File: config.mk
export PLATFORM = sky130hd
export DESIGN_NAME = matcher
export DESIGN_NICKNAME = d
export VERILOG_FILES = /design/src/rtl/matcher.sv
export SDC_FILE = /design/constraint.sdc
export NUM_CORES = 1
export LEC_CHECK = 0
export ABC_AREA = 0
export ABC_CLOCK_PERIOD_IN_PS = 6700
export BUFFER_PORTS_ARGS = -buffer_cell sky130_fd_sc_hd__buf_2
export CELL_PAD_IN_SITES_DETAIL_PLACEMENT = 2
export CELL_PAD_IN_SITES_GLOBAL_PLACEMENT = 2
export CORE_UTILIZATION = 49
export CTS_CLUSTER_DIAMETER = 30
export CTS_CLUSTER_SIZE = 25
export DETAILED_ROUTE_END_ITERATION = 7
export PLACE_DENSITY_LB_ADDON = 0.1
export SLEW_MARGIN = 20
export SYNTH_ARGS = -nofsm -noshare
export SYNTH_HDL_FRONTEND = slang
export SYNTH_SLANG_ARGS = --single-unit
File: constraint.sdc
create_clock -name clk -period 6.7 [get_ports clk]
set_input_delay 0.67 -clock clk [delete_from_list [all_inputs] [get_ports clk]]
set_output_delay 0.67 -clock clk [all_outputs]
set_load 0.005 [all_outputs]
File: src/rtl/matcher.sv
// Vocabulary matcher: scans a window of an internal register-file vocabulary for a word.
// Optional macro MATCHER_NULL_TERM_EN makes an all-zero entry terminate the scan.
module matcher #(
   parameter int ADDR_WIDTH  = 4,
   parameter int WORD_LENGTH = 3,
   parameter int DATA_WIDTH  = 8
) (
   input  logic                                clk,
   input  logic                                rst,
   input  logic [WORD_LENGTH*DATA_WIDTH-1:0]   word,
   input  logic [ADDR_WIDTH-1:0]               start_addr,
   input  logic [ADDR_WIDTH-1:0]               end_addr,
   input  logic                                vocab_we,
   input  logic [ADDR_WIDTH-1:0]               vocab_waddr,
   input  logic [WORD_LENGTH*DATA_WIDTH-1:0]   vocab_wdata,
   output logic [ADDR_WIDTH-1:0]               curr_addr,
   output logic                                match,
   output logic [ADDR_WIDTH-1:0]               match_addr,
   output logic                                vocab_overflow,
   output logic                                nullptr_vocab,
   output logic                                done
);

   localparam int W     = WORD_LENGTH * DATA_WIDTH;
   localparam int DEPTH = 1 << ADDR_WIDTH;

   localparam logic [1:0] S_IDLE  = 2'd0;
   localparam logic [1:0] S_SCAN  = 2'd1;
   localparam logic [1:0] S_FOUND = 2'd2;
   localparam logic [1:0] S_MISS  = 2'd3;

   logic [W-1:0]          vocab_q [DEPTH];
   logic [W-1:0]          vocab_d [DEPTH];
   logic [W-1:0]          word_q, word_d;
   logic [1:0]            state_q, state_d;
   logic [ADDR_WIDTH-1:0] curr_addr_q, curr_addr_d;
   logic [ADDR_WIDTH-1:0] match_addr_q, match_addr_d;
   logic                  match_q, match_d;
   logic                  overflow_q, overflow_d;
   logic                  null_q, null_d;
   logic                  done_q, done_d;

   logic                  trigger_s;
   logic [W-1:0]          rd_entry_s;
   logic                  entry_null_s;

   assign trigger_s  = (word != word_q) || vocab_we;
   assign rd_entry_s = vocab_q[curr_addr_q];

`ifdef MATCHER_NULL_TERM_EN
   assign entry_null_s = (rd_entry_s == {W{1'b0}});
`else
   assign entry_null_s = 1'b0;
`endif

   // Vocabulary next-state: single write port, all other entries hold.
   always_comb begin
      for (int i = 0; i < DEPTH; i++) begin
         if (vocab_we && (vocab_waddr == ADDR_WIDTH'(i))) begin
            vocab_d[i] = vocab_wdata;
         end else begin
            vocab_d[i] = vocab_q[i];
         end
      end
   end

   // Scan controller: a trigger restarts the scan and outranks any SCAN decision.
   always_comb begin
      word_d       = word_q;
      state_d      = state_q;
      curr_addr_d  = curr_addr_q;
      match_addr_d = match_addr_q;
      match_d      = match_q;
      overflow_d   = overflow_q;
      null_d       = null_q;
      done_d       = done_q;

      if (trigger_s) begin
         word_d       = word;
         state_d      = S_SCAN;
         curr_addr_d  = start_addr;
         match_addr_d = {ADDR_WIDTH{1'b0}};
         match_d      = 1'b0;
         overflow_d   = 1'b0;
         null_d       = 1'b0;
         done_d       = 1'b0;
      end else begin
         case (state_q)
            S_SCAN: begin
               // Window bounds are read live, so a moved end_addr applies to this very edge.
               if (entry_null_s) begin
                  state_d = S_MISS;
                  null_d  = 1'b1;
                  done_d  = 1'b1;
               end else if (rd_entry_s == word_q) begin
                  state_d      = S_FOUND;
                  match_d      = 1'b1;
                  match_addr_d = curr_addr_q;
                  done_d       = 1'b1;
               end else if (curr_addr_q == end_addr) begin
                  state_d    = S_MISS;
                  overflow_d = 1'b1;
                  done_d     = 1'b1;
               end else begin
                  curr_addr_d = curr_addr_q + ADDR_WIDTH'(1);
               end
            end
            S_IDLE, S_FOUND, S_MISS: begin
               state_d = state_q;
            end
            default: begin
               state_d = S_IDLE;
               done_d  = 1'b0;
            end
         endcase
      end
   end

   // State registers; synchronous reset also wipes the vocabulary.
   always_ff @(posedge clk) begin
      if (rst) begin
         for (int i = 0; i < DEPTH; i++) begin
            vocab_q[i] <= {W{1'b0}};
         end
         word_q       <= {W{1'b0}};
         state_q      <= S_IDLE;
         curr_addr_q  <= {ADDR_WIDTH{1'b0}};
         match_addr_q <= {ADDR_WIDTH{1'b0}};
         match_q      <= 1'b0;
         overflow_q   <= 1'b0;
         null_q       <= 1'b0;
         done_q       <= 1'b0;
      end else begin
         for (int i = 0; i < DEPTH; i++) begin
            vocab_q[i] <= vocab_d[i];
         end
         word_q       <= word_d;
         state_q      <= state_d;
         curr_addr_q  <= curr_addr_d;
         match_addr_q <= match_addr_d;
         match_q      <= match_d;
         overflow_q   <= overflow_d;
         null_q       <= null_d;
         done_q       <= done_d;
      end
   end

   assign curr_addr      = curr_addr_q;
   assign match          = match_q;
   assign match_addr     = match_addr_q;
   assign vocab_overflow = overflow_q;
   assign nullptr_vocab  = null_q;
   assign done           = done_q;

endmodule

Word-level counts from Yosys, hierarchy flattened. Memory sizes are Yosys's and may differ from the RTL's. A register that Yosys moved wholly into a read port is not among the register bits. Index checks and enable logic that the tools add are counted.

Memories kept: 1. Flip-flop bits (word level): 37. Input port bits: 63. Memory bits (writable): 384.

Add/subtract/negate cells: 1. Equal/unequal tests: 42. Bitwise logic cells: 18. Reduce and logical (&&, ||, !) cells: 45. Muxes and demuxes: 47.

Memories: vocab_q (depth 16, bits a word 24, read ports 1, clocked after memory_dff 1, wr ports 16, line 32) `logic [W-1:0] vocab_q [DEPTH];`.

Operator list (count): $mux 24 (32); $reduce_and 2->1 (20); $eq 4x4->1 const B (8); $eq 24x24->1 (1); $mux 4 (6); $ne 24x24->1 (1); $eq 4x3->1 const B (4); $logic_and 1x1->1 (16); $ne 1x1->1 const B (16); $or 1x1->1 (16); $eq 4x2->1 const B (2); $mux 1 (6); $mux 2 (3); $ne 2x2->1 const B (3); $reduce_and 3->1 (2); $add 4x1->4 const B (1); $eq 2x2->1 const B (2); $eq 4x1->1 const B (1); $eq 4x4->1 (1); $logic_not 4->1 (1); $ne 4x4->1 const B (1); $reduce_bool 2->1 (2); $ne 3x3->1 const B (1); $reduce_or 3->1 (1); 5 further kinds (6).

Logic depth before layout (Yosys ltp). Gate-level depths: netlist of the first run.

Word-level depth: 7. Mapped depth: 12. Depth with buffers taken out: 9.

Worst setup path before layout of the first run. Ideal clock, no wire load.

Kind: input to register. Start point: input vocab_we. End point: memory vocab_q[10][0] (netlist bit), enable pin. Data required time: 6258 ps. Setup slack: 3384 ps. Data arrival time: 2874 ps. Library setup time: 442 ps. Path buffers: 1. Stages: 3. Path through: clkbuf_1 -> nand3_1 -> o31ai_1.

RTL lines: start: declaration (line 13) `input logic vocab_we,`; end: declaration (line 32).

==> results.ini, run 1 <==
[critical_path]
end_kind = flip-flop
worstPathCellList = buf_4 > mux4_2 > xor2_1 > or4_1 > a21oi_1 > a21oi_1 > nor4_4 > nand2_4 > and2_1 > o211ai_1
critPathMaxFanout = 30
crit_arrival_ns = 5.19
critPathSlowestCell = dfxtp_4
required_ns = 7.17
crit_path_frequent_cell = a21oi_1
critPathKind = flip-flop to flip-flop
start_kind = flip-flop
crit_path_max_incr_delay_ns = 0.77

[grt]
grt_antenna_before_repair = 0
grt_pass1_wl_mm = 103
grt_pass1_vias = 13600
grt_max_degree = 46
grt_overflow = 0
grt_use_total_pct = 39.1

[route]
ant_nets = 0
vias_per_cell = 6.52
drt_wl_total_mm = 72.2
dr.pass1.iters = 5
vias = 12300
drtIter0Drc = 1391
wire_per_inst_um = 38.4
drc = 0

[pwr]
p_int_mw = 6.65
powerDensity_mw_per_mm2 = 391
ir_worst_vdd_v = 0.000324
combinationalPowerShare_pct = 6.4
power_frac_clock_pct = 56.9
p_leak_nw = 8.11
power_switching_mw = 2.11
power_frac_seq_pct = 36.7
swShare_pct = 24.1

[synth]
syn-num-nets = 1292
ys_types = 51
yosys.area.top_type_share_pct = 63.4
synth_area_leaders = edfxtp_1 (63%), mux4_2 (9.5%), nor2_1 (5.3%)
synth_most_common_cell = edfxtp_1
yosys_warnings = 0
synth_ff_type = edfxtp_1
syn_inst = 1228
avgSynthCellArea_um2 = 14.8
synth_edf_count = 384
synth_area_leader_cell = edfxtp_1
ys_ff_latch = 425
synth-async-reset-ratio_pct = 0
synth-seq-area-share_pct = 67.9
synth_commonest_cells = edfxtp_1 (384), nor2_1 (255), mux2i_1 (79), mux4_2 (77), clkbuf_1 (62)
syn_area_mm2 = 0.0182

[clock_network]
path_clk_slew_ns = 0.05
cts_root_buffer = clkbuf_16
postCtsSetupBuffers = 0
clock_sinks = 425
cts_buffer_depth = 3
insertion_delay_ns = 0.62
tritoncts = done
h-tree-depth = 3
cts-resized-gates = 0
cts-buffers-inserted = 91
cts.hold.buffers_added = 0

[sta]
finalMaxSlewViolations = 0
finalSetupViolCount = 0
slew_headroom_pct = 22.5
finalCriticalPeriod_ns = 4.72
post-route-period-util_pct = 70.4
setup_tns_ns = 0
grt_setup_unrepaired = false
hold_viol_final = 0
fmax_mhz = 212
fin_skew_ns = 0.0172
worst_pin_slew_ns = 1.16

[layout]
final_cells = 1881
multi_input_area_mm2 = 0.00540
antenna_cells = 0
final_layout_size_suffix_gt1_share_pct = 24.7
seqCellArea_mm2 = 0.0124
area_growth_pct = 23.2
final_nets = 1401
fillers = 3108

[status]
status = finished clean

[die]
num_rows = 70
io_pins = 75
fp.coreArea_mm2 = 0.0366
die-area_mm2 = 0.0379
die_w_um = 195
initial_utilization_pct = 49.7
die_y_um = 195

[place]
gp_congestion = 0.779
io_buffers = 73
hpwl_mm = 36.7
dpl.cell_count = 1712

[min_path]
hp-start = word[0]
hp-class = input port to flip-flop

[run]
drv_cap = 0

==> flip-flops by register name (all words and copies together) (netlist names), named ones only <==
signal,count
match_addr,4
vocab_q,384
match,1
state_q,2
vocab_overflow,1
word_q,24
done,1
curr_addr,4
==> kinds of logic after synthesis <==
logic type / after synthesis / share of synthesized area [%]
buffers and inverters: 121 / 2.81
adders and majority gates: 1 / 0.0688
xor gates and xnor gates: 85 / 4.09
other: 1 / 0.0206
and+or+nand+nor: 379 / 8.92
muxes: 157 / 13.9
AOI/OAI and AO/OA: 59 / 2.24
DFF: 425 / 67.9
==> final timing paths <==
path / end / slack (ns) / depth (start not counted)
max: flip-flop / 1.98 / 10
min reg2reg: done / 0.48 / 1
min: word_q[0] / 0.31 / 2
max reg2reg: flip-flop / 1.98 / 10
==> stage by stage <==
step	area (um2)	power, mW	hold slack [ns]	setup WS [ns]	util [%]
2_1_floorplan	18200	3.51	0.442	3.38	-
3_3_place_gp	19100	3.71	0.443	2.43	52.1
5_1_grt	22400	8.90	0.317	1.83	61.2
3_5_place_dp	19100	3.76	0.461	2.34	52.1
4_1_cts	22400	8.77	0.293	2.09	61.2
6_report	22400	8.76	0.310	1.98	61.2
==> power by group through the flow <==
stage / Combinational (mW) / Sequential, mW / Clock, mW
6_report: 0.562 / 3.22 / 4.98
5_1_grt: 0.578 / 3.22 / 5.09
2_1_floorplan: 0.345 / 3.17 / 0
4_1_cts: 0.557 / 3.21 / 5.00
3_3_place_gp: 0.495 / 3.21 / 0
3_5_place_dp: 0.523 / 3.24 / 0
==> per-layer routing <==
metal	track usage [%]	part of all wire, %	vias to the layer above
met5	0	0	-
met4	20.9	5.2	0
met3	6.65	7.4	212
met2	64.7	49	787
met1	49.4	38	6513
li1	-	-	4749
==> cell type report <==
| type | instances | share of cell area, % |
|---|---|---|
| sequential | 425 | 55.2 |
| multi-input combinational | 682 | 24.1 |
| clock buffer | 100 | 10.8 |
| clock inverter | 69 | 4.06 |
| timing repair buffer | 106 | 2.79 |
| tap | 468 | 2.61 |
| inverter | 31 | 0.519 |
==> worst max-delay path, delay by kind of cell, from the launching register on <==
kind                      cells  cell delay (ns)
AOI/OAI and AO/OA             3             0.66
xor gates and xnor gates      1             0.18
buffers and inverters         1             0.55
DFF                           1             0.77
muxes                         1             0.58
and+or+nand+nor               4             1.80
==> cell usage in the layout (no fill, tap or decap), drive strengths merged, types with 2 or more instances in the layout <==
cell type	Yosys	layout
a22oi	8	8
nand2	47	47
mux4	77	77
buf	28	106
xnor2	38	38
edfxtp	384	384
nor3	7	7
o311a	2	2
nand4	11	11
nand3	11	11
nand2b	2	2
a21oi	14	14
a211oi	4	4
a31oi	3	3
xor2	47	47
mux2i	79	79
o211ai	2	2
o31ai	3	3
nor2	255	255
clkinv	0	39
dfxtp	41	41
and3	6	6
bufinv	0	20
nor4	7	7
and2	2	2
nor2b	29	29
o21ba	2	2
inv	31	33
o21ai	9	9
clkbuf	62	100
clkinvlp	0	8
Note: power is estimated with default switching activity, not from simulation.
==> inputs of run 2 (changes only) <==
ABC_CLOCK_PERIOD_IN_PS = 4600   (was 6700)
CORE_UTILIZATION = 45   (was 49)
clock period = 4.6 ns   (was 6.7 ns; I/O delays follow)
==> run 2 against run 1 <==
  * Sequential share of layout area shrank 0.82 points
  * Via count is 1.9% lower
  * Combinational power increased by 46%
  * Clock skew is 0.012 ns higher
  * Largest power group unchanged
  * Wire length is 4.4% lower
  * Clock power up 50%
  * Hold slack got worse by 0.22 ns
  * Die area increased by 8.8%
==> results.ini, run 2 (synthesized netlist as in run 1, its figures left out) <==
[pwr]
p_leak_nw = 8.27  ; +2.0%
powerDensity_mw_per_mm2 = 570  ; +46%
ir_worst_vdd_v = 0.000310  ; -4.3%

[critical_path]
crit_path_frequent_cell = a211oi_1
worstPathCellList = buf_4 > nor2b_1 > a22oi_1 > a21oi_1 > o221ai_1 > nor4_1 > o2111a_2 > nand2_4 > a211oi_1 > a211oi_1
critPathMaxFanout = 31  ; +3.3%
worst_path_dominant_cell_family = compound AO/OA/AOI/OAI gates
critPathSlowestCell = dfxtp_4
critPathKind = flip-flop to flip-flop
required_ns = 5.07  ; -2.10 ns
crit_path_max_incr_delay_ns = 0.78  ; about the same
crit_arrival_ns = 4.87  ; -0.32 ns
worst-path-buf-inv = 1  ; unchanged
end_kind = flip-flop
start_kind = flip-flop

[status]
status = finished clean

[sta]
grt_setup_unrepaired = false
whs_ns = 0.0883  ; -0.222 ns
post-route-period-util_pct = 95.7  ; +25 points
finalSetupViolCount = 0  ; unchanged
finalCriticalPeriod_ns = 4.40  ; -0.319 ns
hold_viol_final = 0  ; unchanged
setup_tns_ns = 0  ; unchanged
fmax_mhz = 227  ; +7.3%
slew_headroom_pct = 31.5  ; +8.9 points
fin_skew_ns = 0.0289  ; +0.0116 ns
finalMaxSlewViolations = 0  ; unchanged
worst_pin_slew_ns = 1.03  ; -0.134 ns

[grt]
gr-max-usage-layer = met2
grt_use_total_pct = 34.5  ; -4.6 points
grt_antenna_before_repair = 1  ; +1
grt_overflow = 0  ; unchanged
grt_pass1_vias = 13300  ; -1.8%
grt_max_degree = 37  ; -20%
use_met3_pct = 8.03  ; +1.4 points
grt_pass1_wl_mm = 98.6  ; -3.9%
met2_usage_pct = 56.1  ; -8.6 points
grt_use_met1_pct = 43.3  ; -6.1 points

[clock_network]
cts-buffers-inserted = 100  ; +9.9%
h-tree-depth = 3  ; unchanged
insertion_delay_ns = 0.64  ; +0.02 ns
cts.hold.buffers_added = 0  ; unchanged
path_clk_slew_ns = 0.04  ; about the same
cts-resized-gates = 0  ; unchanged
postCtsSetupBuffers = 0  ; unchanged
cts_root_buffer = clkbuf_16
tritoncts = done
clock_sinks = 425  ; unchanged
cts_buffer_depth = 3  ; unchanged

[route]
vias_per_cell = 6.11  ; -6.2%
drt_wl_total_mm = 69.0  ; -4.4%
vias = 12000  ; -1.9%
drtIter0Drc = 1134  ; -18%
dr.pass1.iters = 5  ; unchanged
wire_per_inst_um = 35.1  ; -8.5%
ant_nets = 0  ; unchanged
drc = 0  ; unchanged

[place]
io_buffers = 73  ; unchanged
hpwl_mm = 38.6  ; +5.3%
gp_congestion = 0.805  ; +3.2%

[layout]
final_layout_size_suffix_gt1_share_pct = 26.6  ; +1.9 points
final_common_cell = edfxtp_1
fillers = 3503  ; +13%
largest_register_ffs = 384  ; unchanged
regMostFlops = vocab_q
area_growth_pct = 25.1
reg_top3 = vocab_q (384), word_q (24)
layout_common_cells = edfxtp_1 (384), nor2_1 (255), clkbuf_16 (102), mux2i_1 (79), mux4_2 (77)
final_nets = 1420  ; +1.4%

[die]
initial_utilization_pct = 45.7  ; -4.0 points
num_rows = 73  ; +4.3%
io_pins = 75  ; unchanged
die-area_mm2 = 0.0412  ; +8.8%
die_y_um = 203  ; +4.3%
fp.coreArea_mm2 = 0.0398  ; +8.8%
die_w_um = 203  ; +4.3%

[min_path]
hp-class = input port to flip-flop

[run]
drv_cap = 0  ; unchanged

[run 2: cell types whose count changed in the layout (fill, tap and decap cells not counted), moves of 2 or more]
cell,change
inv_6,+12
buf_4,+9
clkinv_1,-5
clkbuf_16,+7
clkinv_4,+8
clkinv_2,+9
clkinv_8,-3
clkbuf_8,-2
inv_4,-2
clkinvlp_4,-2
bufinv_16,-3
[run 2: stage by stage]
stage / setup WS, ns / area [um2] / util, % / total power, mW / std cells
finish: 0.200 / 22800 / 57.1 / 13.0 / 1967
global route: 0.106 / 22800 / 57.1 / 13.2 / 1966
CTS: 0.188 / 22800 / 57.1 / 13.0 / 1966
detailed placement: 0.339 / 19200 / 48.3 / 5.49 / 1779
global placement: 0.279 / 19200 / 48.3 / 5.43 / 1779
floorplan: 1.49 / 18200 / - / 5.11 / 1228
[run 2: final cells by class]
| class | count | area, um2 | share of cell area, % |
|---|---|---|---|
| timing repair buffer | 116 | 713 | 3.13 |
| sequential | 425 | 12400 | 54.3 |
| clock inverter | 83 | 945 | 4.15 |
| inverter | 31 | 116 | 0.511 |
| antenna | 1 | 2.50 | 0.0110 |
| clock buffer | 104 | 2560 | 11.2 |
| tap | 525 | 657 | 2.89 |
| multi-input combinational | 682 | 5400 | 23.7 |
[run 2: worst register-to-register path: stages, from the launching register on]
cell and delay [ns]:
dfxtp_4 0.78, buf_4 0.45, nor2b_1 0.55, a22oi_1 0.24
a21oi_1 0.31, o221ai_1 0.17, nor4_1 0.67, o2111a_2 0.39
nand2_4 0.12, a211oi_1 0.46, a211oi_1 0.13
[run 2: layer usage]
| layer | share of wire (%) | up-vias |
|---|---|---|
| li1 | - | 4803 |
| met1 | 39 | 6361 |
| met2 | 49 | 661 |
| met3 | 7.3 | 202 |
| met4 | 4.9 | 0 |
| met5 | 0 | - |
[run 2: final timing paths]
kind | startpoint | slack [ns] | end | depth (start not counted)
worst min-delay path | word[14] | 0.09 | word_q[14] | 2
worst min register to register | vocab_overflow | 0.48 | vocab_overflow | 2
worst max register to register | flip-flop | 0.20 | curr_addr[1] | 10
worst max-delay path | flip-flop | 0.20 | curr_addr[1] | 10
[run 2: power breakdown]
group	switching [mW]	total (mW)	internal [mW]
Sequential	0.172	4.67	4.49
Clock	2.48	7.48	5.00
Combinational	0.526	0.823	0.297
Total	3.17	13.0	9.79
